**src/rtl/sfifo_if_ntuner.sv**
```systemverilog
// sfifo_if_ntuner: round-robin mux of NCH tuner packet buffers into a USB slave FIFO.
// Build macro SFIFO_CHTAG_EN: replace byte 0 of each packet with 8'hB0 + channel.

module sfifo_if_ntuner #(
  parameter int          NCH       = 3,
  parameter int          PKT_LEN   = 188,
  parameter logic [1:0]  FIFO_ADDR = 2'b01
) (
  input  logic               clk,
  input  logic               rst,
  input  logic               flaga,
  input  logic               flagb,
  output logic [1:0]         fadd,
  output logic               sloe,
  output logic               slrd,
  output logic               slwr,
  output logic [7:0]         data_out,
  output logic               pktstart_o,
  output logic               pktend_o,
  output logic [11:0]        pid_idx,
  output logic               mrxdv,
  input  logic [NCH-1:0]     pkt_rdy,
  input  logic [NCH-1:0]     pkt_half,
  input  logic [12*NCH-1:0]  pkt_pid,
  output logic [NCH-1:0]     pkt_ack,
  output logic               db_radd_en,
  output logic [8:0]         db_radd,
  input  logic [8*NCH-1:0]   db_rdata
);

  localparam int CW = (NCH > 1) ? $clog2(NCH) : 1;
  localparam logic [7:0] LAST_OFF = 8'(PKT_LEN - 1);

`ifdef SFIFO_CHTAG_EN
  localparam bit CHTAG = 1'b1;
`else
  localparam bit CHTAG = 1'b0;
`endif

  typedef enum logic [1:0] {
    IDLE,
    XFER,
    DRAIN,
    END
  } state_t;

  state_t        state_q, state_d;
  logic [CW-1:0] last_q, last_d;
  logic [CW-1:0] ch_q, ch_d;
  logic          half_q, half_d;
  logic [11:0]   pid_q, pid_d;
  logic [7:0]    off_q, off_d;
  logic          s1_vld_q, s1_vld_d;
  logic          s1_first_q, s1_first_d;

  logic          gnt_vld;
  logic [CW-1:0] gnt_ch;
  logic          sel_half;
  logic [11:0]   sel_pid;
  int            idx;
  logic          rd_acc;
  logic          wr;
  logic [7:0]    rd_sel;
  logic          unused_flaga;

  assign unused_flaga = flaga;

  // Round-robin pick: nearest ready channel after the last grant wins
  always_comb begin
    gnt_vld  = 1'b0;
    gnt_ch   = last_q;
    sel_half = 1'b0;
    sel_pid  = 12'h000;
    idx      = 0;
    for (int k = NCH; k >= 1; k--) begin
      idx = (int'(last_q) + k) % NCH;
      if (pkt_rdy[idx]) begin
        gnt_vld  = 1'b1;
        gnt_ch   = CW'(idx);
        sel_half = pkt_half[idx];
        sel_pid  = pkt_pid[12*idx +: 12];
      end
    end
  end

  // Next state, read issue and stage-1 pipeline control
  always_comb begin
    state_d    = state_q;
    last_d     = last_q;
    ch_d       = ch_q;
    half_d     = half_q;
    pid_d      = pid_q;
    off_d      = off_q;
    s1_vld_d   = s1_vld_q;
    s1_first_d = s1_first_q;
    rd_acc     = 1'b0;
    unique case (state_q)
      IDLE: begin
        if (gnt_vld) begin
          state_d = XFER;
          last_d  = gnt_ch;
          ch_d    = gnt_ch;
          half_d  = sel_half;
          pid_d   = sel_pid;
          off_d   = 8'h00;
        end
      end
      XFER: begin
        if (flagb) begin
          rd_acc = 1'b1;
          if (off_q == LAST_OFF) begin
            state_d = DRAIN;
          end else begin
            off_d = off_q + 8'h01;
          end
        end
      end
      DRAIN: begin
        if (s1_vld_q && flagb) begin
          state_d = END;
        end
      end
      END: begin
        state_d = IDLE;
      end
      default: begin
        state_d = IDLE;
      end
    endcase
    // A stalled FIFO freezes the pending byte along with the memory output
    if (flagb) begin
      s1_vld_d   = rd_acc;
      s1_first_d = rd_acc && (off_q == 8'h00);
    end
  end

  // State and datapath registers
  always_ff @(posedge clk) begin
    if (!rst) begin
      state_q    <= IDLE;
      last_q     <= CW'(NCH - 1);
      ch_q       <= '0;
      half_q     <= 1'b0;
      pid_q      <= 12'h000;
      off_q      <= 8'h00;
      s1_vld_q   <= 1'b0;
      s1_first_q <= 1'b0;
    end else begin
      state_q    <= state_d;
      last_q     <= last_d;
      ch_q       <= ch_d;
      half_q     <= half_d;
      pid_q      <= pid_d;
      off_q      <= off_d;
      s1_vld_q   <= s1_vld_d;
      s1_first_q <= s1_first_d;
    end
  end

  // Granted channel's buffer byte, optionally tagged on byte 0
  always_comb begin
    rd_sel   = 8'h00;
    data_out = 8'h00;
    for (int i = 0; i < NCH; i++) begin
      if (ch_q == CW'(i)) begin
        rd_sel = db_rdata[8*i +: 8];
      end
    end
    if (s1_vld_q) begin
      data_out = rd_sel;
      if (CHTAG && s1_first_q) begin
        data_out = 8'hB0 + 8'(ch_q);
      end
    end
  end

  // Per-channel consume pulse in the END cycle
  always_comb begin
    pkt_ack = '0;
    for (int i = 0; i < NCH; i++) begin
      if (state_q == END && ch_q == CW'(i)) begin
        pkt_ack[i] = 1'b1;
      end
    end
  end

  assign wr         = s1_vld_q & flagb;
  assign slwr       = ~wr;
  assign pktstart_o = ~(wr & s1_first_q);
  assign pktend_o   = ~(state_q == END);
  assign mrxdv      = (state_q != IDLE);
  assign db_radd_en = (state_q == XFER) & flagb;
  assign db_radd    = {half_q, off_q};
  assign pid_idx    = pid_q;
  assign fadd       = FIFO_ADDR;
  assign sloe       = 1'b1;
  assign slrd       = 1'b1;

endmodule

```
**config.mk**
```make
export PLATFORM = sky130hd
export DESIGN_NAME = sfifo_if_ntuner
export DESIGN_NICKNAME = d
export VERILOG_FILES = /design/src/rtl/sfifo_if_ntuner.sv
export SDC_FILE = /design/constraint.sdc
export NUM_CORES = 1
export LEC_CHECK = 0
export BUFFER_PORTS_ARGS = -buffer_cell sky130_fd_sc_hd__buf_4
export CORE_MARGIN = 5
export CORE_UTILIZATION = 40
export DETAILED_ROUTE_END_ITERATION = 6
export HOLD_SLACK_MARGIN = 0.1
export SLEW_MARGIN = 10
export SYNTH_ARGS = -nofsm -noshare
export SYNTH_HDL_FRONTEND = slang
export SYNTH_SLANG_ARGS = --single-unit
```
**constraint.sdc**
```tcl
create_clock -name clk -period 5 [get_ports clk]
set_input_delay 0.5 -clock clk [delete_from_list [all_inputs] [get_ports clk]]
set_output_delay 0.5 -clock clk [all_outputs]
set_load 0.01 [all_outputs]
```
---- After elaboration in Yosys (flattened, before gate mapping) ----
Index checks and enable logic that the tools add are counted.
word-level totals
  flip-flop bits (word level) ............. 29
  bits of input ports ..................... 70
  output and inout bits ................... 41
  word-level logic and storage cells ...... 102
operators by class
  add/sub/neg operators ................... 4
  multipliers ............................. 3
  div/mod/pow operators ................... 3
  $lt $le $gt $ge ......................... 3
  equality and inequality tests ........... 11
  shift operators ......................... 3
  multiplexer cells ....................... 48
  bitwise gates (word level) .............. 6
  reductions and logical operators ........ 13
operator list
  operator                                                     count
  variable part select 36 x 32 -> 12 bit                       3
  less-than comparator 32 x 4 -> 1 bit, second input constant  3
  remainder unit 32 x 3 -> 32 bit, second input constant       3
  multiplier 3 x 32 -> 30 bit, first input constant            3
  two-way mux 8 bit                                            7
  two-way mux 12 bit                                           3
  two-way mux 1 bit                                            23
  one-hot mux 8 bit (2 select lines)                           1
  two-way mux 2 bit                                            7
  binary-select mux 1 bit (select 2 bit)                       6
  inequality test 2 bit, second input constant                 5
  adder 8 x 1 -> 8 bit, second input constant                  1
  == test 8 bit, second input constant                         1
  zero test 8 bit                                              1
  one-hot mux 2 bit (4 select lines)                           1
  AND reduction 4 bit                                          2
  adder 2 x 2 -> 3 bit, second input constant                  2
  == test 2 bit, second input constant                         3
  logical AND 1 bit                                            5
  == test 2 x 1 -> 1 bit, second input constant                2
  zero test 2 bit                                              2
  nonzero test 2 bit                                           2
  adder 2 x 1 -> 3 bit, second input constant                  1
  AND 1 bit                                                    3
  other kinds (2)                                              4

---- Longest topological paths before layout ----
Gate-level depths: netlist of the first run.
  depth after elaboration ................. 10
  mapped depth ............................ 20
  gate-level depth less buffers ........... 14

---- Least setup slack after synthesis of the first run ----
Ideal clock, no wire load.
  kind .................................... register -> register
  start point ............................. reg last_q[0]
  end point ............................... reg pid_q[0], in the netlist pid_idx[0]
  library setup time ...................... 81 ps
  arrival ................................. 3515 ps
  data required time ...................... 4919 ps
  setup slack ............................. 1404 ps
  cell stages (with the launch flop) ...... 17
  path buffers ............................ 5
  clock period less this slack ............ 3596 ps
  cell sequence ........................... dfxtp_1 > inv_1 > ha_1 > buf_4 > buf_6 > buf_6 > buf_4 > buf_2 > o21ai_0 > xnor2_1 > ha_1 > inv_1 > fa_1 > or4_1 > nor3_1 > a21oi_1 > a41oi_1
between the ends
  longest elaborated chain between the ends .. 9
  elaborated cells on any way between the ends .. 28
  those cells by class .................... 3 x add/sub; 3 x mul; 3 x div; 3 x shift; 15 x mux; 1 x reduce/logical
ends and longest elaborated chain
  element                                                                  line  text
  from (decl)                                                              48    logic [CW-1:0] last_q, last_d;
  from (signal assigned)                                                   141   last_q <= CW'(NCH - 1);
  from (signal assigned)                                                   150   last_q <= last_d;
  branches (longest 9 deep; another with remainder unit 32 x 3 -> 32 bit)  n/a
  to (signal assigned)                                                     153   pid_q <= pid_d;
  to (decl)                                                                51    logic [11:0] pid_q, pid_d;
Several ways; the timed one is not identified. The select of a mux whose other input is x is not followed.
A chain may end at the register's enable or synchronous reset.

---- Final worst setup path of the first run ----
  start point ............................. reg last_q[1]
  end point ............................... reg pid_q[11], in the netlist pid_idx[11]
Same word-level chain as after synthesis.

==> impl_results.md, run 1 <==
- Status: finished, final reports clean
- Unique masters post-synth: 86
- FP Rows: 42
- DP HPWL: about 13000 µm
- P_sw: roughly 1.8 mW
- Async set-reset flop share out of synthesis: 0%
- Post-cts resize count: 0
- Core area: about 13000 µm²
- WL final: ~17000 µm
- DR pass1 iterations: 6
- Pleak: approximately 2.5 nW
- Internal cell power: between 1.5 and 2 mW
- Hold Path Depth: 2
- Most area-hungry cell type in the Yosys netlist: mux4_2
- Wire length on met3: ~1600 µm
- Hold-fix buffers, CTS: 0
- Sequential share of power: 9.6%
- Placed cell count: approximately 860
- Crit Reg-Reg Endpoint: pid_idx[11]
- Depth of the CTS H-tree: 1
- Die Wd: approximately 130 µm
- CP Class: register to register
- DRT met1 WL: about 7500 µm
- Met2 wire len: about 8000 µm
- Clock Sinks: 28
- Most common cell after layout, fill and taps aside: buf_4
- Post-CTS setup buffer count: 0
- First-pass GRT wire length: around 27000 µm
- Layout Skew: roughly 0.003 ns
- EDFF count, synth: 0
- Synth Flop Type: dfxtp_1
- Vias per Instance: approximately 6.3
- Die ar.: 15800 µm²
- Slew Limit Fails: 0
- RSZ-0062 raised after global routing: no
- Synth top area cells: mux4_2, dfxtp_1, mux2i_1
- Vias in the first global route: just over 5000
- Area share of the largest cell type after synthesis: between 10% and 20%
- R2R cell count: 13
- Initial core utilization: about 41%
- CTS tree: done
- Worst r2r src: last_q[1]
- Yosys reg bits: 28
- Clk root buf: clkbuf_16
- Drt drc: 0
- Routed Antenna Nets: 0
- Max Fclk: roughly 0.24 GHz
- Largest net degree at the start of global routing: 70
- Count of input and output buffers: ~110
- Via count: approximately 5500
- Sw Share: 53.3%
- Syn avg cell area: 8.74 µm²
- Final Wtd Congestion: about 0.93
- Final worst path period need: around 4 ns
- Final Hold Vio Count: 0
- NumNets Final: just under 800
- Rel. slew slack: approximately two fifths
- CP Capture Type: register
- Worst Max-Slew Pin Slew: 0.882 ns
- Num ports: ~110
- Setup TNS: 0 ns
- Die H: ~130 µm
- Worst-Skew Late Latency: between 0.2 and 0.3 ns
- Synthesis-to-layout area growth: 16.3%
- Cell Area, Synth: 5370 µm²
- Max Cap Violations: 0
- Gate Count Post-Synth: between 600 and 700
- Gr usage total: about a fifth
- Congestion Overflow GR: 0
- Startpoint types: register
- Design area: about 6200 µm²
- Reg2reg setup slack: around 0.9 ns
- Dpl cell area: 6160 µm²
- Layout cells sized above 1: between 30% and 40%
- Initial antenna violation count: 0
- CP max FO: 22
- Power density over cell area: 555 nW/µm²
- Final-report setup violation count: 0
- N_diodes: 0
- WL per Instance: about 20 µm
- CP Data Required Time: roughly 5.2 ns
- Worst EP arrival: roughly 4.3 ns
- DRT iter0 DRCs: 561
- Final Cycle Share: 82.2%
- Logic gate share of total power: 84.5%
- Number of clock buffers inserted by TritonCTS: 3
- End of the worst hold path: half_q
- Layout Cells excl Fill: between 800 and 900
- Commonest non-fill, non-tap cells in the layout: buf_4, nor2_1, mux2i_1, mux4_2, nand2_1
- Peak supply drop: between 0.0002 and 0.00025 V
- Clock network fraction of total power: 5.9%
- Hold/Removal Path Class: register to register
- Clock buffer depth: 2
- Yosys Warn Count: 0
- Worst Hold Launch: half_q
- Uppermost layer routed: met4
- Sequential share of the synthesized area: 10.4%
- CTS clk-pin slew, worst paths: around 0.07 ns
-- critical path, stage by stage (launching register included) --
cell       delay, ns
dfxtp_1         0.39
inv_1           0.25
ha_2            0.56
nand2b_1        0.20
nor2_1          0.20
xnor2_1         0.13
ha_1            0.31
inv_1           0.06
fa_1            0.42
xor2_1          0.25
nand2_1         0.27
a2111oi_0       0.52
a311oi_1        0.17
o32ai_1         0.30
-- stage by stage --
step / setup WS [ns] / hold WS, ns / total power, mW / utilization [%]
finish: 0.889 / 0.479 / 3.47 / 47.4
global route: 0.495 / 0.518 / 3.73 / 47.4
CTS: 0.921 / 0.478 / 3.42 / 47.4
detailed placement: 0.946 / 0.468 / 3.21 / 46.7
global placement: 1.09 / 0.471 / 3.15 / 46.7
floorplan: 1.40 / 0.437 / 2.59 / -
-- worst max-delay path by stage --
stage / slack (ns) / start / endpoint / cells past startpoint
after global placement: 1.09 / last_q[1] / pid_idx[11] / 13
after floorplan: 1.40 / last_q[0] / pid_idx[0] / 16
after global routing: 0.50 / last_q[1] / pid_idx[11] / 13
after CTS: 0.92 / last_q[1] / pid_idx[11] / 13
final: 0.89 / last_q[1] / pid_idx[11] / 13
after detailed placement: 0.95 / last_q[1] / pid_idx[11] / 13
-- Yosys cell counts, types with 8 or more instances --
cell,count
a21oi_1,34
buf_2,14
buf_4,14
buf_6,9
clkbuf_1,9
dfxtp_1,28
ha_1,29
inv_1,20
mux2_2,14
mux2i_1,51
mux4_2,44
nand2_1,42
nand3_1,13
nand4_1,9
nor2_1,54
nor2b_1,13
nor3_1,22
o211ai_1,8
o21ai_0,35
o21ai_1,10
xnor2_1,10
-- state kept, by name, summed over array words and instances (netlist names) --
register    cells
ch_q            1
half_q          1
last_q          2
off_q           8
pid_idx        12
s1_first_q      1
s1_vld_q        1
state_q         2
-- cell families (layout without fill, tap and decap cells) --
family	Yosys count	in the layout	synth area share [%]
AOI/OAI and AO/OA	161	161	21.3
and+or+nand+nor	193	193	18.5
xor gates and xnor gates	13	13	2.12
adders and majority gates	32	32	7.87
buffers and inverters	74	144	8.03
DFF	28	28	10.4
muxes	112	112	31.6
other	2	7	0.140
-- layer usage --
layer  vias up  global-route usage (%)
met4         0                    5.24
met3        26                    2.29
li1       2517                       -
met5         -                       0
met1      2619                    30.6
met2       298                    32.6
-- area by class of cell --
type / count / area [µm²]
Clock buffer: 4 / 88.8
Tap cell: 176 / 220
Timing Repair Buffer: 116 / 871
Sequential cell: 28 / 561
Fill cell: 1290 / 6940
Inverter: 24 / 90.1
Multi-Input combinational cell: 518 / 4420
-- power by group through the flow --
stage	registers, mW	logic, mW	clock network [mW]
3_3_place_gp	0.335	2.82	0
2_1_floorplan	0.329	2.26	0
5_1_grt	0.339	3.17	0.217
3_5_place_dp	0.337	2.87	0
6_report	0.332	2.93	0.205
4_1_cts	0.332	2.88	0.208
No activity file was read; power rests on OpenSTA's default activity.
==> run 2: changes to the inputs <==
==> constraint.sdc (replaced) <==
create_clock -name clk -period 3.4 [get_ports clk]
set_input_delay 0.34 -clock clk [delete_from_list [all_inputs] [get_ports clk]]
set_output_delay 0.34 -clock clk [all_outputs]
set_load 0.01 [all_outputs]
==> run 2 against run 1 <==
  * Combinational power increased by 75%
  * Largest cell class unchanged
  * Maximum frequency increased by 27%
  * Wire length increased by 6.1%
  * Clock skew about the same
==> impl_results.md, run 2 (synthesized netlist as in run 1, its figures left out) <==
- Commonest non-fill, non-tap cells in the layout: buf_4, nor2_1, mux2i_1, mux4_2, nand2_1
- Final Hold Vio Count: 0 (unchanged)
- CP Data Required Time: 3.58 ns (-1.59 ns)
- CTS clk-pin slew, worst paths: 0.07 ns (about the same)
- CP Launch Point: last_q[1]
- Hold/Removal Path Class: input port to register
- Layout cells sized above 1: 37.7% (+7.5 points)
- Fillers: 1274 (-1.2%)
- Final Wtd Congestion: 0.952 (+2.0%)
- Max Fclk: 0.308 GHz (+27%)
- Placed cell count: 904 (+4.9%)
- Die ar.: 15800 µm² (unchanged)
- Power density over cell area: 886 nW/µm² (+60%)
- Die H: 126 µm (unchanged)
- DRT iter0 DRCs: 354 (-37%)
- Vias per Instance: 6.10 (-3.3%)
- Gr usage total: 22.6% (+1.8 points)
- DR pass1 iterations: 5 (-1)
- Number of clock buffers inserted by TritonCTS: 3 (unchanged)
- Peak supply drop: 0.000551 V (+120%)
- FF+latch area: 568 µm² (+1.3%)
- Worst Max-Slew Pin Slew: 0.930 ns (+0.0472 ns)
- Clock Sinks: 28 (unchanged)
- Via count: 5543 (+1.5%)
- Core area: 13200 µm² (unchanged)
- Most common cell after layout, fill and taps aside: buf_4
- Initial antenna violation count: 0 (unchanged)
- Drt drc: 0 (unchanged)
- WL per Instance: 20.4 µm (+1.1%)
- Final core utilization: 51.2% (+3.9 points)
- N_diodes: 0 (unchanged)
- Clock buffer depth: 2 (unchanged)
- Congestion Overflow GR: 0 (unchanged)
- Layout Cells excl Fill: 909 (+5.0%)
- Worst Hold Launch: rst
- Initial core utilization: 40.7% (unchanged)
- Pleak: 2.77 nW (+9.5%)
- Area taken by multi-input logic gates: 4560 µm² (+3.3%)
- Final worst path period need: 3.24 ns (-0.869 ns)
- Slew Limit Fails: 0 (unchanged)
- Final Cycle Share: 95.4% (+13 points)
- DP Worst Slack: 0.0437 ns (-0.903 ns)
- Layout Skew: 0.00270 ns (-0.000287 ns)
- Depth of the CTS H-tree: 1 (unchanged)
- Count of input and output buffers: 105 (unchanged)
- Final WS setup: 0.157 ns (-0.731 ns)
- CP Class: register to register
- CTS tree: done
- NumNets Final: 836 (+5.4%)
- Vias in the first global route: 5449 (+7.7%)
- P_sw: 2.99 mW (+62%)
- Clk root buf: clkbuf_16
- Routed Antenna Nets: 0 (unchanged)
- Worst r2r src: last_q[1]
- Startpoint types: register
- Synthesis-to-layout area growth: 25.7%
- Sequential share of power: 8.2% (-1.4 points)
- Die Wd: 126 µm (unchanged)
- Clock network fraction of total power: 5.9% (about the same)
- Logic gate share of total power: 85.9% (+1.4 points)
- Internal cell power: 3.00 mW (+85%)
- CP max FO: 5 (-77%)
- RSZ-0062 raised after global routing: no
- Worst-Skew Late Latency: 0.26 ns (about the same)
- First-pass GRT wire length: 29800 µm (+8.5%)
- Largest register FFs: 12 (unchanged)
- Max Cap Violations: 0 (unchanged)
- Status: finished, final reports clean
- Num ports: 111 (unchanged)
- Worst EP arrival: 3.43 ns (-0.85 ns)
- DP HPWL: 14100 µm (+7.8%)
- FP Rows: 42 (unchanged)
- CP Capture Type: register
- Rel. slew slack: 38.0% (-3.1 points)
- Largest net degree at the start of global routing: 71 (+1.4%)
- Final-report setup violation count: 0 (unchanged)
- Sw Share: 50.0% (-3.3 points)
- WL final: 18500 µm (+6.1%)
==> run 2: cell types whose count changed in the layout (fill, tap and decap cells not counted), moves of 3 or more <==
cell / previous run / this run
buf_4: 116 / 157
inv_1: 20 / 16
inv_2: 3 / 7
nor3_1: 22 / 18
nor3_2: 0 / 4
o21ai_0: 35 / 32
o21ai_1: 10 / 13
==> run 2: power groups by stage <==
stage / Clock (mW) / Sequential (mW) / Combinational [mW]
global route: 0.378 / 0.504 / 5.58
detailed placement: 0 / 0.495 / 4.92
finish: 0.355 / 0.491 / 5.14
global placement: 0 / 0.494 / 4.85
CTS: 0.364 / 0.488 / 4.95
floorplan: 0 / 0.487 / 3.38
==> run 2: final timing paths <==
path | endpoint | slack, ns | cells past startpoint
setup reg to reg | pid_idx[9] | 0.16 | 12
setup / recovery | pid_idx[9] | 0.16 | 12
hold / removal | last_q[1] | 0.38 | 2
hold reg to reg | half_q | 0.48 | 2
==> run 2: final cells by class <==
cell class,count,share of cell area [%]
Clock inverter,1,0.445
Clock buffer,3,1.11
Timing Repair Buffer,159,17.9
Sequential cell,28,8.41
Inverter,24,1.33
Tap cell,176,3.26
Multi-Input combinational cell,518,67.5
==> run 2: worst max-delay path, stage by stage, from the launching register on <==
cell,delay (ns)
dfxtp_4,0.36
inv_2,0.10
ha_1,0.19
mux2_2,0.35
ha_1,0.32
fa_1,0.68
and3b_1,0.21
o211ai_1,0.18
buf_4,0.20
o22ai_1,0.11
a211oi_1,0.07
buf_4,0.15
o32ai_2,0.23
==> run 2: per-layer routing <==
metal / global-route usage [%] / part of all wire, %
met5: 0 / 0
met4: 6.18 / 1.7
met3: 2.79 / 6.3
met2: 37.2 / 48
met1: 31.4 / 44
==> run 2: per-stage QoR <==
| stage | hold slack [ns] | TNS (ns) | total power [mW] | area [µm²] |
|---|---|---|---|---|
| 4_1_cts | 0.378 | 0 | 5.80 | 6640 |
| 3_3_place_gp | 0.461 | 0 | 5.35 | 6540 |
| 5_1_grt | 0.386 | 0 | 6.46 | 6760 |
| 6_report | 0.382 | 0 | 5.99 | 6760 |
| 2_1_floorplan | 0.437 | -0.0114 | 3.86 | 5430 |
| 3_5_place_dp | 0.464 | 0 | 5.42 | 6540 |
==> run 2: repair_timing <==
item,4_1_cts,5_1_grt
hold endpoints to repair,0,0
endpoints found under the setup margin,0,13
setup buffers,0,2
gates resized for setup,0,26
hold buffers,0,0
